`src/rtl/fetch_unit_pkg.sv`:
```
// Shared types and constants for the multicycle MIPS fetch unit: handshake
// states, PC source codes, opcode/funct constants and the jump-target helper.
package fetch_unit_pkg;

  typedef enum logic [1:0] {
    MIdle = 2'd0,
    MBusy = 2'd1,
    MDone = 2'd2
  } mem_state_e;

  typedef enum logic [1:0] {
    PcSrcAlu    = 2'b00,
    PcSrcAluOut = 2'b01,
    PcSrcJump   = 2'b10,
    PcSrcRsvd   = 2'b11
  } pc_src_e;

  typedef enum logic [3:0] {
    InstFetch     = 4'd0,
    InstDecode    = 4'd1,
    InstMemAddr   = 4'd2,
    InstMemRead   = 4'd3,
    InstWriteBack = 4'd4,
    InstMemWrite  = 4'd5,
    InstExecute   = 4'd6,
    InstRtypeDone = 4'd7,
    InstBranch    = 4'd8,
    InstJump      = 4'd9
  } inst_state_e;

  localparam logic [5:0] OpRtype = 6'h00;
  localparam logic [5:0] OpJ     = 6'h02;
  localparam logic [5:0] OpBeq   = 6'h04;
  localparam logic [5:0] OpBne   = 6'h05;
  localparam logic [5:0] OpLw    = 6'h23;
  localparam logic [5:0] OpSw    = 6'h2b;
  localparam logic [5:0] FunctJr = 6'h08;

  // pc_hi comes from the already-incremented PC.
  function automatic logic [31:0] jump_target(input logic [31:0] ir,
                                              input logic [3:0]  pc_hi,
                                              input logic [31:0] rs_val);
    if (ir[31:26] == OpRtype && ir[5:0] == FunctJr) begin
      return rs_val;
    end
    return {pc_hi, ir[25:0], 2'b00};
  endfunction

endpackage

```
`src/rtl/fetch_unit_mem_handshake.sv`:
```
// Memory request/acknowledge FSM with timeout, request registers, read
// buffer, stall generation and sticky bus error flags.
module fetch_unit_mem_handshake
  import fetch_unit_pkg::*;
#(
  parameter int unsigned MEM_TIMEOUT = 255
) (
  input  logic        cclk,
  input  logic        rstb,
  input  logic        i_access,
  input  logic        i_we,
  input  logic [31:0] i_addr,
  input  logic [31:0] i_wdata,
  input  logic [31:0] i_mem_rdata,
  input  logic        i_mem_ack,
  output logic        o_mem_req,
  output logic        o_mem_we,
  output logic [31:0] o_mem_addr,
  output logic [31:0] o_mem_wdata,
  output logic        o_stall,
  output logic        o_misalign,
  output logic        o_done_rd,
  output logic [31:0] o_rbuf,
  output logic [1:0]  o_bus_err
);

  localparam int unsigned CntW = (MEM_TIMEOUT > 1) ? $clog2(MEM_TIMEOUT + 1) : 1;
  localparam logic [CntW:0] TimeoutVal = MEM_TIMEOUT[CntW:0];
  localparam logic [CntW:0] CntOne = {{CntW{1'b0}}, 1'b1};

  mem_state_e      r_state, w_state_d;
  logic            r_req, r_we;
  logic [31:0]     r_addr, r_wdata, r_rbuf;
  logic [CntW-1:0] r_cnt;
  logic [1:0]      r_err;
  logic [CntW:0]   w_cnt_inc;
  logic            w_cnt_hit, w_start, w_ack_take, w_timeout, w_misalign, w_stall;

  // Count includes the current BUSY cycle, so the abort fires on the Nth one.
  assign w_cnt_inc = {1'b0, r_cnt} + CntOne;
  assign w_cnt_hit = (MEM_TIMEOUT != 0) && (w_cnt_inc == TimeoutVal);

  always_comb begin
    w_state_d  = r_state;
    w_stall    = 1'b0;
    w_start    = 1'b0;
    w_misalign = 1'b0;
    w_ack_take = 1'b0;
    w_timeout  = 1'b0;
    unique case (r_state)
      MIdle: begin
        if (i_access) begin
          if (i_addr[1:0] == 2'b00) begin
            w_start   = 1'b1;
            w_stall   = 1'b1;
            w_state_d = MBusy;
          end else begin
            w_misalign = 1'b1;
          end
        end
      end
      MBusy: begin
        w_stall = 1'b1;
        if (i_mem_ack) begin
          w_ack_take = 1'b1;
          w_state_d  = MDone;
        end else if (w_cnt_hit) begin
          w_timeout = 1'b1;
          w_state_d = MDone;
        end
      end
      MDone:   w_state_d = MIdle;
      default: w_state_d = MIdle;
    endcase
  end

  always_ff @(posedge cclk) begin
    if (!rstb) begin
      r_state <= MIdle;
      r_req   <= 1'b0;
      r_we    <= 1'b0;
      r_addr  <= '0;
      r_wdata <= '0;
      r_rbuf  <= '0;
      r_cnt   <= '0;
      r_err   <= 2'b00;
    end else begin
      r_state <= w_state_d;
      if (w_start) begin
        r_req   <= 1'b1;
        r_we    <= i_we;
        r_addr  <= i_addr;
        r_wdata <= i_wdata;
      end
      if (w_ack_take) begin
        r_req  <= 1'b0;
        r_rbuf <= i_mem_rdata;
      end
      if (w_timeout) begin
        r_req    <= 1'b0;
        r_rbuf   <= '0;
        r_err[0] <= 1'b1;
      end
      if (w_misalign) begin
        r_err[1] <= 1'b1;
      end
      if (r_state == MBusy) begin
        r_cnt <= w_cnt_inc[CntW-1:0];
      end else begin
        r_cnt <= '0;
      end
    end
  end

  assign o_mem_req   = r_req;
  assign o_mem_we    = r_we;
  assign o_mem_addr  = r_addr;
  assign o_mem_wdata = r_wdata;
  assign o_stall     = w_stall;
  assign o_misalign  = w_misalign;
  assign o_done_rd   = (r_state == MDone) && !r_we;
  assign o_rbuf      = r_rbuf;
  assign o_bus_err   = r_err;

endmodule

```
`src/rtl/fetch_unit.sv`:
```
// Fetch unit for the multicycle MIPS core: PC, IR and MDR registers, address
// and jump-target muxes, and the memory port via the handshake FSM.
module fetch_unit
  import fetch_unit_pkg::*;
#(
  parameter logic [31:0] RESET_PC    = 32'h0000_0000,
  parameter int unsigned MEM_TIMEOUT = 255
) (
  input  logic        cclk,
  input  logic        rstb,
  input  logic        PcWrite,
  input  logic [1:0]  PcWriteCond,
  input  logic [1:0]  PcSource,
  input  logic        IorD,
  input  logic        MemRead,
  input  logic        MemWrite,
  input  logic        IrWrite,
  input  logic [31:0] alu_result,
  input  logic [31:0] alu_out,
  input  logic        zero,
  input  logic [31:0] a_reg,
  input  logic [31:0] b_reg,
  input  logic [31:0] mem_rdata,
  input  logic        mem_ack,
  output logic [31:0] I,
  output logic [31:0] pc,
  output logic [31:0] mdr,
  output logic [31:0] mem_addr,
  output logic [31:0] mem_wdata,
  output logic        mem_req,
  output logic        mem_we,
  output logic        stall,
  output logic [1:0]  bus_err
);

  logic [31:0] r_pc, r_ir, r_mdr;
  logic [31:0] w_addr, w_rbuf, w_jump, w_pc_next;
  logic        w_access, w_stall, w_misalign, w_done_rd, w_pc_cond, w_pc_en;

  assign w_access = MemRead | MemWrite;
  assign w_addr   = IorD ? alu_out : r_pc;
  assign w_jump   = jump_target(r_ir, r_pc[31:28], a_reg);

  fetch_unit_mem_handshake #(
    .MEM_TIMEOUT (MEM_TIMEOUT)
  ) u_mem_handshake (
    .cclk        (cclk),
    .rstb        (rstb),
    .i_access    (w_access),
    .i_we        (MemWrite),
    .i_addr      (w_addr),
    .i_wdata     (b_reg),
    .i_mem_rdata (mem_rdata),
    .i_mem_ack   (mem_ack),
    .o_mem_req   (mem_req),
    .o_mem_we    (mem_we),
    .o_mem_addr  (mem_addr),
    .o_mem_wdata (mem_wdata),
    .o_stall     (w_stall),
    .o_misalign  (w_misalign),
    .o_done_rd   (w_done_rd),
    .o_rbuf      (w_rbuf),
    .o_bus_err   (bus_err)
  );

  always_comb begin
    w_pc_next = r_pc;
    unique case (pc_src_e'(PcSource))
      PcSrcAlu:    w_pc_next = alu_result;
      PcSrcAluOut: w_pc_next = alu_out;
      PcSrcJump:   w_pc_next = w_jump;
      PcSrcRsvd:   w_pc_next = r_pc;
      default:     w_pc_next = r_pc;
    endcase
  end

  // A rejected misaligned access must leave the PC untouched even though it does not stall.
  assign w_pc_cond = PcWrite | (PcWriteCond[0] & zero) | (PcWriteCond[1] & ~zero);
  assign w_pc_en   = ~w_stall & ~w_misalign & w_pc_cond & (PcSource != PcSrcRsvd);

  always_ff @(posedge cclk) begin
    if (!rstb) begin
      r_pc  <= RESET_PC;
      r_ir  <= '0;
      r_mdr <= '0;
    end else begin
      if (w_pc_en) begin
        r_pc <= w_pc_next;
      end
      if (w_done_rd) begin
        r_mdr <= w_rbuf;
        if (IrWrite) begin
          r_ir <= w_rbuf;
        end
      end
    end
  end

  assign I     = r_ir;
  assign pc    = r_pc;
  assign mdr   = r_mdr;
  assign stall = w_stall;

endmodule

```
`config.mk`:
```
export PLATFORM = sky130hd
export DESIGN_NAME = fetch_unit
export DESIGN_NICKNAME = d
export VERILOG_FILES = /design/src/rtl/fetch_unit_pkg.sv /design/src/rtl/fetch_unit_mem_handshake.sv /design/src/rtl/fetch_unit.sv
export SDC_FILE = /design/constraint.sdc
export NUM_CORES = 1
export LEC_CHECK = 0
export BUFFER_PORTS_ARGS = -buffer_cell sky130_fd_sc_hd__clkbuf_2
export CORE_MARGIN = 4
export CORE_UTILIZATION = 51
export CTS_BUF_LIST = sky130_fd_sc_hd__clkbuf_8
export CTS_CLUSTER_DIAMETER = 200
export DETAILED_ROUTE_END_ITERATION = 10
export PLACE_DENSITY = 0.83
export SYNTH_ARGS = -nofsm -noshare
export SYNTH_HDL_FRONTEND = slang
export SYNTH_SLANG_ARGS = --single-unit
export TNS_END_PERCENT = 10
```
`constraint.sdc`:
```
create_clock -name cclk -period 2 [get_ports cclk]
set_input_delay 0.2 -clock cclk [delete_from_list [all_inputs] [get_ports cclk]]
set_output_delay 0.2 -clock cclk [all_outputs]
set_load 0.1 [all_outputs]
```
Yosys cells after proc, flatten, opt, wreduce, memory -nomap -nowiden. Index checks and enable logic that the tools add are counted.

Muxes and demuxes: 22. Bitwise gates (word level): 13. Reductions and logical operators: 14. Eq/ne operators: 12. Add/sub/neg operators: 1.

Operator list (count): two-way mux 32 bit (3); case mux 32 bit (3 select lines) (1); two-way mux 1 bit (12); adder 8 x 1 -> 9 bit (second input constant) (1); equality test 9 x 8 -> 1 bit (second input constant) (1); two-way mux 2 bit (4); equality test 2 bit (second input constant) (3); equality test 6 x 4 -> 1 bit (second input constant) (1); logical NOT 2 bit (3); logical NOT 6 bit (1); AND reduction 2 bit (3); AND reduction 3 bit (2); bitwise AND 1 bit (5); inverter 1 bit (5); equality test 2 x 1 -> 1 bit (second input constant) (2); inequality test 2 x 1 -> 1 bit (second input constant) (2); inequality test 2 bit (second input constant) (2); case mux 2 bit (2 select lines) (1); inequality test 3 x 2 -> 1 bit (second input constant) (1); bitwise OR 1 bit (3); OR reduction 3 bit (1); logical AND 1 bit (2); case mux 1 bit (2 select lines) (1); OR reduction 2 bit (1); logical NOT 1 bit (1).

Register bits after elaboration: 206. Word-level logic and storage cells: 75. Output and inout port bits: 165.

Depth between registers and ports, before layout. Gate-level depths: netlist of run 1.

Word-level depth: 10. Mapped depth: 9.

Hierarchy. Synthesis of run 1 repeated with hierarchy kept, for this count alone.

Cells, all modules: 1033. Area total of the unflattened synthesis: 8757.1 sq um.

By module, submodules not included: fetch_unit (times used 1, sequential area each 1921.8 sq um, cells an instance 534, area an instance 4563.1 sq um); fetch_unit_mem_handshake (times used 1, sequential area each 2202.1 sq um, cells an instance 499, area an instance 4194.0 sq um).

Worst setup path after synthesis of run 1. Ideal clock, no wire load.

Path kind: reg-to-output. From: register r_pc[1], in the netlist pc[1]. To: output port stall. Cell stages (with the launch flop): 6. Arrival: 2.422 ns. Setup slack: -0.622 ns. Path through: dfxtp_1 > nor3_1 > a21oi_1 > nor2_1 > nor2_1 > nor2_1.

Longest elaborated chain between the ends: 5.

Ends and longest elaborated chain: start: declaration (RTL line fetch_unit.sv:36) `logic [31:0] r_pc, r_ir, r_mdr;`; start signal: assignment (RTL line fetch_unit.sv:88) `r_pc <= w_pc_next;`; two-way mux 32 bit (RTL line fetch_unit.sv:41) `assign w_addr = IorD ? alu_out : r_pc;`; logical NOT 2 bit (RTL line fetch_unit_mem_handshake.sv:53) `if (i_addr[1:0] == 2'b00) begin`; two-way mux 1 bit (RTL line fetch_unit_mem_handshake.sv:53); two-way mux 1 bit (RTL line fetch_unit_mem_handshake.sv:52) `if (i_access) begin`; case mux 1 bit (2 select lines) (RTL line fetch_unit_mem_handshake.sv:50) `unique case (r_state)`; end: declaration (RTL line fetch_unit.sv:32) `output logic stall,`.

Every way passes these cells.

Worst setup path after layout of run 1.
From: register r_pc[0], in the netlist pc[0]. To: output port stall.

The elaborated chain is that of the path after synthesis.

==> impl_summary.md, run 1 <==
Drt
The vias per cell is 5.63. The sum of routed wire length over all layers is 33,500 um. The DRC violation total after the first TritonRoute iteration is 1,103.

The remaining antenna violation count is 0. Dividing the detail-routed wire length by the instance count gives 19.4 um. The detailed router placed slightly below 10,000 vias in this run. The post-route DRC violation count is 0. The first detailed-routing pass took 6 iterations.

Setup path
Data on the critical path is required at its endpoint by about 1.8 ns. The endpoint class of the critical path is a primary output. The worst setup path is launched from a flip-flop. Counting both buffers and inverters, the worst setup path holds a total of 1. Among cell families on the critical path, the largest total delay comes from flip-flops. The depth of the worst register-to-register path is 7. The total number of cells along the worst setup path is 6.

For this design, the slowest cell found on the critical path is dfxtp_1. The delay of the slowest cell on the worst path is 0.40 ns. The critical path's most frequent cell is nor2_1. The peak fanout along the critical path is 3. The worst setup path is of the reg -> out kind.

STA puts the critical path data arrival time at 1.70 ns. The worst register-to-register path has a setup slack of 0.11 ns. Traced cell by cell, the critical path runs through nor3_2, a21oi_2, nor2_1, nor2_1, nor2_4, buf_12.

Cells and area
The final instance area is 12,300 um^2. The synthesis-to-layout area growth is 38.0%. For this run, the number of standard cells in the final layout without fillers is about 1,700. In the final layout, the share of cells above drive strength 1 is 31.8%.

The net count of the finished layout is 1,649.

Die
The initialized floorplan defines 48 standard-cell rows. In this run the vertical extent of the chip is about 140 um. The core outline area is around 17,000 um^2.

In this run the horizontal extent of the chip is 140 um. The die covers 19,600 um^2. For this design the top-level I/O count stands at 338.

Once the floorplan was initialized, standard cells occupied 51.8% of the core.

Timing
The post-layout minimum cycle time is between 1.5 and 2 ns. The final-layout setup total negative slack is 0 ns. The number of pins with negative max-slew slack in the final report was 0. Of the available clock period, the critical path in the final layout requires 95.1%.

The worst path meets setup with 0.0978 ns of slack. The worst clock skew on the final layout is 0.0199 ns. The final hold violation count is 0. The number of setup violations in the final report is 0. For this run, the top clock speed supported by timing is 0.526 GHz. Measured against its own limit, the worst slew margin works out to 60.3%. At the pin with the least slew margin, the transition time is 0.598 ns.

Logic synthesis
The count of flip-flops with a built-in enable after synthesis is 0. The share of the Yosys chip area taken by registers is a little under half. The synthesized area per cell is 8.21 um^2. After technology mapping, the gate count stands at 1,083.

The post-synthesis cell area is 8890 um^2. In this run, synthesis produced a sequential element count of 206. For this run, asynchronously set or reset flops after synthesis account for 0%. The number of different library cells used by synthesis comes to 48. In the synthesized netlist the dominant register cell turns out to be dfxtp_1. Counting every net in the synthesized netlist gives 1,261.

The number of warnings printed during yosys synthesis is 0.

Power and ir drop
The worst ir drop on vdd is 0.000759 V. The static leakage is 5.55 nW. The total power divided by cell area is a little under 900 nW/um^2.

GRT
The number of global-route vias before repair is 9,662. Entering global routing, the biggest net connects 54 pins. The total congestion overflow is 0. The initial antenna violation count is 2. The global-route wire length before repair is 52,800 um. The overall global routing resource usage is between 30 and 40%.

Clocking
The maximum clock path buffer count is 3. The insertion delay to the later sink of the worst-skew pair is 0.52 ns. The cell sitting at the root of the clock tree is a clkbuf_8.

The clock transition at the registers of the reported paths is 0.05 ns. The number of sinks on the clock net is approximately 200. The CTS tree is done. Clock tree synthesis inserted a total of 36 buffers. The H-tree was split into 2 levels.

Placement
At the end of routability-driven placement, the weighted congestion stood at roughly 0.93. Counting tap cells, the placed design contains a total of 1,585 instances. The number of input and output port buffers inserted is ~340. The cell area after placement is 10,900 um^2. After legalization and detailed placement, the total HPWL measured 22,200 um.

Prior to clock tree synthesis, the placed netlist has a worst setup slack of 0.128 ns.

Status
The run finished with clean final reports.

Hold path
The worst hold path cell count is 3. The worst min-delay path class is in -> reg.

Job
The total of max-cap violations is 0.
==> flip-flops by register name, indices dropped and copies added, names as in the netlist <==
register / count
I: 32
mdr: 32
pc: 32
u_mem_handshake.o_bus_err: 2
u_mem_handshake.o_mem_addr: 32
u_mem_handshake.o_mem_req: 1
u_mem_handshake.o_mem_wdata: 32
u_mem_handshake.o_mem_we: 1
u_mem_handshake.o_rbuf: 32
u_mem_handshake.r_cnt: 8
u_mem_handshake.r_state: 2
==> cell families (layout without fill, tap and decap cells) <==
| kind of cell | Yosys count | after routing | synth area share, % |
|---|---|---|---|
| DFF | 206 | 206 | 46.4 |
| xor gates and xnor gates | 4 | 4 | 0.394 |
| adders and majority gates | 5 | 5 | 0.704 |
| AOI/OAI and AO/OA | 295 | 295 | 21.1 |
| buffers and inverters | 118 | 531 | 6.04 |
| other | 0 | 3 | 0 |
| and+or+nand+nor | 404 | 404 | 19.6 |
| muxes | 51 | 51 | 5.76 |
==> metal layers <==
| layer | part of all wire, % | up-vias | routed length, um | GRT usage, % |
|---|---|---|---|---|
| met4 | 4.9 | 0 | 1650 | 15.9 |
| met2 | 47 | 652 | 15800 | 53.5 |
| met1 | 38 | 4428 | 12600 | 41.9 |
| met5 | 0 | - | 0 | 0 |
| li1 | - | 4503 | - | - |
| met3 | 10 | 116 | 3410 | 7.41 |
==> metrics by stage <==
step                      total power, mW  hold slack, ns  util (%)
after floorplan                      6.50           0.336         -
after global placement               7.14           0.423      63.2
after detailed placement             7.16           0.429      63.2
after CTS                            10.8        0.000933      71.2
after global routing                 11.3          0.0174      71.4
final                                10.9          0.0208      71.4
==> Yosys cell counts (6+ instances only) <==
cell type	n	area share [%]
nand2_1	254	11
dfxtp_1	206	46
a21oi_1	155	8.7
clkbuf_1	52	2.2
mux2i_1	50	5.6
nor2_1	50	2.1
nand3_1	49	2.8
a21oi_2	31	3.1
o21ai_0	31	1.7
a211oi_1	30	2.5
and3_1	29	2.0
inv_1	26	1.1
buf_2	21	1.2
a22o_1	20	2.0
buf_4	8	0.68
o31ai_1	7	0.59
a221o_1	6	0.68
==> worst reg2reg max path, cell delays in order (launching register included) <==
cell and delay (ns):
dfxtp_1 0.42, ha_1 0.24, or2b_1 0.26, o21ai_0 0.10, a21oi_2 0.13, o31ai_4 0.30, buf_12 0.24, a21oi_1 0.09
==> power breakdown <==
| group | switching (mW) | internal [mW] |
|---|---|---|
| sequential | 0.141 | 4.31 |
| clock | 1.73 | 1.87 |
| combinational | 2.11 | 0.686 |
| total | 3.98 | 6.87 |
==> path summary, 6_finish.rpt <==
kind	endpoint	start
worst min register to register	u_mem_handshake.o_mem_wdata[11]	u_mem_handshake.o_mem_wdata[11]
worst min-delay path	pc[6]	a_reg[6]
worst max register to register	u_mem_handshake.o_rbuf[0]	u_mem_handshake.r_cnt[1]
worst max-delay path	stall	pc[0]
==> timing repair <==
action / in CTS / in global routing
resized for setup: 1 / 3
setup endpoints to repair: 1 / 24
buffers inserted: 1 / 1
hold buffers: 71 / 0
endpoints found under the hold margin: 71 / 0
==> layout make-up <==
type,instances,area (um^2)
fill,1290,4910
multi-input combinational,759,4280
sequential,206,4140
timing repair buffer,441,2800
clock buffer,41,564
tap,225,282
inverter,27,104
clock inverter,22,96.3
antenna,3,7.51
==> placed cells by master, fill, tap and decap left out, types with 2 or more instances in the layout <==
cell	n
dlygate4sd3_1	71
a221o_1	6
dfxtp_1	195
diode_2	3
mux2i_1	50
o31ai_4	2
ha_1	4
nand3_1	49
a21oi_1	154
inv_1	44
buf_4	22
a221oi_1	2
and3_1	29
nor2_1	49
xor2_1	3
nor4_2	2
dfxtp_2	11
nor3_1	4
o41ai_1	2
clkinvlp_4	2
a211oi_1	30
nand2_1	254
o31ai_1	7
a311oi_1	4
or2b_1	2
clkbuf_8	41
a22o_1	20
o21ai_0	31
buf_12	12
clkbuf_2	336
a21oi_2	31
(Power assumes the default switching activity.)
==> run 2, diff against run 1 <==
- SETUP_SLACK_MARGIN: default -> 0.2
==> impl_summary.md, run 2 (synthesis gave the netlist of run 1 again) <==
Clocking
The insertion delay to the later sink of the worst-skew pair is around 0.52 ns. The number of sinks on the clock net is 206. Counting the buffers created by CTS gives 36. The cell chosen for the clock root is clkbuf_8. The H-tree was split into 2 levels.

TritonCTS built the clock tree. The clock passes through at most 3 buffers. The clock transition at the registers of the reported paths is 0.06 ns.

Cells and area
Leaving out fill and tap cells, the most frequent cells in the layout are 336 x clkbuf_2, 254 x nand2_1, 187 x dfxtp_1. The final instance area is 12,700 um^2. The proportion of layout cells with a drive suffix above 1 is 33.2%. The area of combinational cells with multiple inputs is 4350 um^2. The final layout contains 1,673 nets. The filler cells instantiated in the layout total between 1,000 and 1,500.

Leaving out fill and tap cells, the most frequent cell in the layout is clkbuf_2. The number of inserted diodes is 0. Across the whole layout, storage elements account for 4150 um^2. Relative to the synthesized area, the layout overhead comes to 42.4%. The count of cells in the finished layout, fillers not included, comes to 1,741. At the end of the flow the core is filled with cells to 73.7%.

Timing
The post-route fraction of the period consumed by the critical path is 92.5%. The worst clock skew on the final layout is 0.0216 ns. The final hold violation count was 0.

For the final routed database, the setup TNS stands at 0 ns. The post-layout minimum cycle time is 1.85 ns. Across all setup checks in the final design, the least slack found is 0.150 ns.

For the pin with the worst max-slew slack, the measured transition is 0.609 ns. The headroom to the max-slew limit is 59.6%. The highest attainable clock frequency is approximately 0.54 GHz. The number of setup violations in the final report is 0.

Across all hold checks on the routed design, the worst slack comes to between 0.02 and 0.025 ns. Setup repair after global routing could not meet its margin everywhere. The number of pins with negative max-slew slack in the final report is 0.

GRT
Summed over all layers, the global routing overflow is 0. The overall global routing resource usage is 32.0%. The initial antenna violation count is 0. Entering global routing, the biggest net connects 59 pins. The number of global-route vias before repair is 9,393.

The global-route wire length before repair is 51,000 um.

Die
The core outline area is roughly 17,000 um^2. From bottom edge to top edge, the die measures 140 um. Once the floorplan was initialized, standard cells occupied 51.8% of the core. The number of placed I/O pins is 338.

The die covers approximately 20,000 um^2. The initialized floorplan defines 48 standard-cell rows. The width of the chip is 140 um.

Setup path
The signal on the critical path passes through nor4_4, nand3_2, buf_12, a21oi_4, buf_4, nor2_1, a311oi_1. The depth of the worst register-to-register path is 7. Among all stages on the critical path, the largest delay is contributed by nor4_4. Data on the critical path arrives at its endpoint at 2.26 ns. The start-to-end type of the worst setup path is reg -> reg. For the worst setup path, the data required time is 2.41 ns. The worst setup path is launched from a flip-flop.

On the worst path, the slowest cell contributes a delay of approximately 0.36 ns. Along the worst path, the maximum fanout reaches 22. The worst setup path is captured at a flip-flop.

Placement
Prior to clock tree synthesis, the placed netlist has a worst setup slack of 0.0480 ns. Detailed placement finished with a half-perimeter wire length of 22,000 um. Once placement completed, the tool counted placed cells totaling between 1,500 and 2,000.

The cell area after placement is 10,800 um^2. The placer congestion estimate is 0.914. Buffers placed on the I/O ports in this run total approximately 340.

Drt
Detailed routing inserted a total of between 10,000 and 15,000 vias. After detailed routing, the number of vias per cell comes to 5.75. The final layout contains routed wiring with a total length of 34,400 um. The detailed router finished its first iteration with 1,086 violations. In the final routing, the length of wire on met1 measures 13,100 um. The wire length on met2 is 16,300 um. The count of nets left with antenna violations once routing finished came out at 0. After detailed routing, the met3 layer carries between 3000 and 4000 um of wire. The first detailed-routing pass took 6 iterations. The post-route DRC violation count is 0. The highest metal layer carrying signal wires in the routed design is met4. The average detailed-routed wire length per instance is 19.8 um.

Hold path
The worst hold path cell count is 3. The worst min-delay path class is in -> reg.

Power and ir drop
VDD sags by at most 0.000657 V. In this run the power density over the cells is 868 nW/um^2. In this run the static leakage power is 5.71 nW. The total power draw is around 11 mW.

Status
The flow ran to the end, and the final reports show no timing, DRC or antenna violations.

Job
Max-cap violations in this run came to 0.
run 2: area by class of cell:
| class | instances | share of cell area (%) |
|---|---|---|
| Clock inverter | 20 | 0.880 |
| Inverter | 27 | 0.821 |
| Clock buffer | 39 | 4.24 |
| Sequential cell | 206 | 32.8 |
| Multi-Input combinational cell | 759 | 34.4 |
| Timing Repair Buffer | 465 | 24.6 |
| Tap cell | 225 | 2.22 |
run 2: path summary, 6_finish.rpt:
check / from / end / slack [ns]
worst max-delay path: I[27] / pc[30] / 0.15
worst min-delay path: alu_result[6] / pc[6] / 0.02
worst max register to register: I[27] / pc[30] / 0.15
worst min register to register: u_mem_handshake.o_mem_wdata[0] / u_mem_handshake.o_mem_wdata[0] / 0.46
run 2: timing repair:
item,in CTS,in global routing
pin swaps,1,8
gates resized for setup,12,15
cloned,1,5
hold buffers,80,0
setup endpoints to repair,38,52
setup buffers,3,10
hold endpoints to repair,77,0
run 2: report_power, final:
group | internal, mW | switching (mW) | total [mW]
Sequential | 4.31 | 0.139 | 4.45
Clock | 1.91 | 1.70 | 3.61
Combinational | 0.760 | 2.16 | 2.92
Total | 6.98 | 4.00 | 11.0
run 2: metal layers:
metal | GRT usage (%) | vias to the layer above
met5 | 0 | -
li1 | - | 4555
met3 | 6.76 | 139
met1 | 40.9 | 4563
met2 | 52.4 | 756
met4 | 14.1 | 0
run 2: critical path: cells and delay by family (launching register included):
kind	cells	cell delay (ns)
compound gates	2	0.49
flops	1	0.34
buf+inv	2	0.36
simple gates	3	0.55
